<file path="config.mk">
export PLATFORM = sky130hd
export DESIGN_NAME = reg_bank_sweep
export DESIGN_NICKNAME = d
export VERILOG_FILES = /design/src/rtl/reg_bank_sweep.sv
export SDC_FILE = /design/constraint.sdc
export NUM_CORES = 1
export LEC_CHECK = 0
export ABC_AREA = 1
export BUFFER_PORTS_ARGS = -buffer_cell sky130_fd_sc_hd__buf_2
export CORE_ASPECT_RATIO = 0.8
export CORE_MARGIN = 2
export CORE_UTILIZATION = 30
export DETAILED_ROUTE_END_ITERATION = 7
export GPL_TIMING_DRIVEN = 0
export PLACE_DENSITY = 0.56
export RECOVER_POWER = 100
export SLEW_MARGIN = 20
export SYNTH_ARGS = -nofsm -noshare
export SYNTH_HDL_FRONTEND = slang
export SYNTH_SLANG_ARGS = --single-unit
</file>
<file path="constraint.sdc">
create_clock -name clk -period 1.8 [get_ports clk]
set_input_delay 0.18 -clock clk [delete_from_list [all_inputs] [get_ports clk]]
set_output_delay 0.18 -clock clk [all_outputs]
set_load 0.005 [all_outputs]
</file>
<file path="src/rtl/reg_bank_sweep.sv">
// rtl/reg_bank_sweep.sv - DEPTH x DATA_W register bank, 1W/2R, registered reads, post-reset clear sweep
// Optional build macro: REGFILE_BYPASS_EN (same-cycle write-through to the read ports)
module reg_bank_sweep #(
    parameter int DATA_W  = 8,
    parameter int ADDR_W  = 3,
    parameter int DEPTH   = (1 << ADDR_W),
    parameter int ZERO_R0 = 0
) (
    input  logic              clk,
    input  logic              rst_n,
    input  logic [ADDR_W-1:0] addr1,
    input  logic [ADDR_W-1:0] addr2,
    input  logic              rd_en,
    input  logic [ADDR_W-1:0] addrw,
    input  logic [DATA_W-1:0] din,
    input  logic              write,
    output logic [DATA_W-1:0] out1,
    output logic [DATA_W-1:0] out2,
    output logic              out_valid,
    output logic              busy
);

    typedef enum logic [0:0] {
        CLEAR = 1'b0,
        READY = 1'b1
    } state_t;

    // Extra bit so DEPTH == 2**ADDR_W is representable for range checks.
    localparam logic [ADDR_W:0]   DEPTH_X  = (ADDR_W + 1)'(DEPTH);
    localparam logic [ADDR_W-1:0] LAST_PTR = ADDR_W'(DEPTH - 1);
    localparam logic              HAS_R0   = (ZERO_R0 != 0);

    state_t              state;
    state_t              state_nxt;
    logic [ADDR_W-1:0]   clr_ptr;
    logic [DATA_W-1:0]   mem [DEPTH];

    logic                wr_eff;
    logic [DATA_W-1:0]   rd1;
    logic [DATA_W-1:0]   rd2;

    function automatic logic in_range(input logic [ADDR_W-1:0] a);
        return ({1'b0, a} < DEPTH_X);
    endfunction

    function automatic logic is_r0(input logic [ADDR_W-1:0] a);
        return HAS_R0 && (a == '0);
    endfunction

    // State register; reset always restarts the sweep.
    always_ff @(posedge clk) begin
        if (!rst_n) begin
            state <= CLEAR;
        end else begin
            state <= state_nxt;
        end
    end

    // Sweep finishes once the last entry has been zeroed.
    always_comb begin
        state_nxt = state;
        case (state)
            CLEAR: if (clr_ptr == LAST_PTR) state_nxt = READY;
            READY: state_nxt = READY;
            default: state_nxt = CLEAR;
        endcase
    end

    assign busy = (state == CLEAR);

    // Sweep pointer advances one entry per clock while clearing.
    always_ff @(posedge clk) begin
        if (!rst_n) begin
            clr_ptr <= '0;
        end else if (state == CLEAR) begin
            clr_ptr <= clr_ptr + 1'b1;
        end
    end

    // A write lands only when ready, in range, and not aimed at a hardwired-zero entry 0.
    always_comb begin
        wr_eff = write && (state == READY) && in_range(addrw) && !is_r0(addrw);
    end

    // Storage: zeroed by the sweep, otherwise updated by effective writes; reset itself leaves it alone.
    always_ff @(posedge clk) begin
        if (rst_n) begin
            if (state == CLEAR) begin
                mem[clr_ptr] <= '0;
            end else if (wr_eff) begin
                mem[addrw] <= din;
            end
        end
    end

    // Read data selection per port: out-of-range and hardwired entry 0 read as zero.
    always_comb begin
        rd1 = '0;
        rd2 = '0;
        if (in_range(addr1) && !is_r0(addr1)) begin
            rd1 = mem[addr1];
`ifdef REGFILE_BYPASS_EN
            if (wr_eff && (addrw == addr1)) rd1 = din;
`endif
        end
        if (in_range(addr2) && !is_r0(addr2)) begin
            rd2 = mem[addr2];
`ifdef REGFILE_BYPASS_EN
            if (wr_eff && (addrw == addr2)) rd2 = din;
`endif
        end
    end

    // Registered read outputs; data holds when no read is captured.
    always_ff @(posedge clk) begin
        if (!rst_n) begin
            out1      <= '0;
            out2      <= '0;
            out_valid <= 1'b0;
        end else if ((state == READY) && rd_en) begin
            out1      <= rd1;
            out2      <= rd2;
            out_valid <= 1'b1;
        end else begin
            out_valid <= 1'b0;
        end
    end

endmodule

</file>
==> summary.txt <==
Synth
  • Most common cell in the netlist: nand2_1
  • Async S/R FF share, synth: 0%
  • Sequential-to-total area share from yosys stat: 55.1%
  • Number of synthesized register bits: 85
  • Yosys top cell area share: between 40% and 50%
  • Mapped Area: 4250 sq um
  • Top FF cell, synth: edfxtp_1
  • Syn_area_per_cell: ~8.3 sq um
  • Synth unique cells: 20
  • Most frequent cells after synthesis: 152 x nand2_1, 96 x nand3_1, 80 x inv_1
  • Yosys warnings: 0
  • Syn Nets: 537
  • Number of synthesized flops with an enable pin: 64
  • Largest area contributor in the netlist: edfxtp_1
  • Synth Instances: ~510
  • Synth top area cells: edfxtp_1 45%, nand2_1 13%, nand3_1 11%

Floorplan
  • Die area: 15200 sq um
  • Die width: approximately 140 um
  • Starting Density: 31.1%
  • I/O Pins: 39
  • Core ar.: 13700 sq um
  • Die Height: 110 um
  • Num rows: 38

Power and ir drop
  • Static Leak: approximately 2.3 nW
  • Max IR drop VDD: 0.527 mV
  • Int Pwr: roughly 3.3 mW
  • Logic pwr share: 10.8%
  • P per Cell Area: a little under 900 nW/um^2
  • Sw frac: 25.1%
  • Switching power total: 1.10 mW
  • Clock power share: ~40%
  • Register share of total power: 49.0%

CTS
  • Clock slew at reported path FFs: roughly 0.060 ns
  • CTS tree: done
  • Clk sink count: 85
  • Worst skew pair latency: 0.35 ns
  • TritonCTS buffer count: 9
  • CTS root buf: clkbuf_16
  • Max clock buf depth: 2
  • Postcts setup bufs: 0
  • H-Tree Depth: 3

Finish
  • Area of the multi-input gates: 1450 sq um
  • Share of layout cells above drive strength 1: 13.9%
  • Non-filler cells, final: 742
  • # diodes: 0
  • Fin nets: 580
  • Seq. cell area: 2340 sq um
  • Area Overhead vs Synth: 16.5%
  • Filler instances: 1410
  • Core Util, Final: 36.2%

GRT
  • First-pass GRT wire length: around 19 mm
  • Initial antenna violation count: 0
  • Grt ovf: 0
  • Vias in the first global route: around 3400
  • Largest net degree at the start of global routing: 15
  • GRT Resource Usage Total: 16.7%

Placed design
  • Port Buf Inserts: 32
  • Dpl cells: 726
  • Worst slack at placement: -0.268 ns
  • RD Place Congestion: 0.874
  • HPWL Detailed: about 8.7 mm

STA
  • Fin crit share: 101%
  • Worst Tran Pin Value: 0.764 ns
  • Max_slew headroom: 48.9%
  • # setup viols final: 16
  • Fmax: between 500 and 600 MHz
  • Final Worst Setup Slack: -0.0123 ns
  • Hold Fails Final Rpt: 0
  • Min Tclk post-route: 1.81 ns
  • Setup Skew: about 0.0043 ns
  • RSZ-0062 raised after global routing: true
  • Slew Limit Fails: 0

Run status
  • Failing checks: setup timing
  • Status: finished, violations left

Route
  • DRT Wirelength: approximately 12 mm
  • Drt wl/cell: 16.4 um
  • ANT nets after route: 0
  • Drt first pass iters: 5
  • Vias per cell: 4.73
  • DRT iter0 DRCs: 272
  • DR DRC count: 0
  • Via count: 3507

Critical path
  • Startpoint Class: register
  • CP required: 1.78 ns
  • Worst-path fanout max: 10
  • Worst setup EP type: register
  • Cells on worst reg2reg path: 6
  • Crit path from: state
  • Reg2Reg Setup Slack: -0.01 ns
  • Crit Path Class: reg2reg
  • Worst r2r src: state
  • R2r endpoint: mem[1][7]
  • CP Capture Point: mem[1][7]
  • Crit path DAT: 1.80 ns

Flow run
  • Total of max-cap violations: 0

Min path
  • Hold crit path type: in2reg
  • Hold Path Stages: 3
## state kept, by name, summed over array words and instances (netlist names)
register   flops
clr_ptr        3
state          1
out_valid      1
mem           64
out1           8
out2           8
## worst min path at each step
stage	from	endpoint	slack, ns
finish	rd_en	out_valid	0.24
CTS	rd_en	out_valid	0.22
global route	rd_en	out_valid	0.24
floorplan	rd_en	out_valid	0.34
detailed placement	clr_ptr[1]	clr_ptr[1]	0.48
global placement	clr_ptr[1]	clr_ptr[1]	0.47
## metal layers
metal	up-vias	part of all wire [%]	wire (um)	track usage [%]
li1	1733	-	-	-
met1	1616	47	5670	23.7
met2	140	45	5480	25.5
met3	18	7.2	872	3.76
met4	0	1.3	157	4.81
met5	-	0	0	0
## layout make-up
cell class | instances | share of cell area, %
repair buffers | 32 | 2.93
multi-input cells | 314 | 29.3
well taps | 180 | 4.55
clock buffers | 11 | 5.10
clock inverters | 5 | 0.631
plain buffers | 29 | 3.66
flip-flops and latches | 85 | 47.3
inverters | 86 | 6.52
## cells in the final DEF (no fill, tap or decap)
cell type / n
nand2_1: 152
dfxtp_1: 21
o21ai_2: 2
nor2_2: 2
clkbuf_8: 2
buf_2: 33
nor2_1: 12
o211ai_2: 1
clkbuf_16: 9
buf_4: 7
a21oi_1: 18
buf_6: 4
clkinv_2: 2
nand3_4: 1
o21ai_1: 2
xor2_1: 1
nand2_2: 1
ha_1: 2
o21ai_0: 18
inv_1: 81
nor2_4: 6
inv_6: 1
edfxtp_1: 64
inv_2: 5
inv_4: 2
clkbuf_1: 17
nand3_1: 96
## power groups by stage
stage	Combinational (mW)	Clock (mW)	Sequential (mW)
6_report	0.473	1.77	2.15
5_1_grt	0.523	1.87	2.15
4_1_cts	0.462	1.81	2.15
3_5_place_dp	0.450	0	2.19
3_3_place_gp	0.443	0	2.19
2_1_floorplan	0.296	0	2.19
## through the flow
stage | power, mW | cell area (sq um) | setup TNS [ns] | hold slack, ns
after floorplan | 2.49 | 4250 | 0 | 0.342
after global placement | 2.64 | 4640 | -10.67 | 0.469
after detailed placement | 2.64 | 4640 | -13.22 | 0.480
after CTS | 4.42 | 4950 | -0.387 | 0.219
after global routing | 4.54 | 4950 | -1.90 | 0.238
final | 4.39 | 4950 | -0.116 | 0.235
## critical path, cell delays in order (launching register included)
cell	delay, ns
dfxtp_1	0.33
buf_6	0.14
nand3_4	0.11
buf_6	0.17
o21ai_2	0.12
nand2_2	0.13
nor2_2	0.45
## logic make-up (layout without fill, tap and decap cells)
logic type | Yosys count | after routing | share of synthesized area (%)
AOI/OAI and AO/OA | 41 | 41 | 5.18
buffers and inverters | 115 | 163 | 11.9
adders and majority gates | 2 | 2 | 0.588
and+or+nand+nor | 270 | 270 | 27.0
xor gates and xnor gates | 1 | 1 | 0.206
DFF | 85 | 85 | 55.1
## timing repair
action | CTS | global route
endpoints found under the setup margin | 64 | 48
hold buffers | 0 | 0
gates cloned | 0 | 0
endpoints found under the hold margin | 0 | 0
resized for setup | 10 | 4
Power figures use the tool's default switching activity.
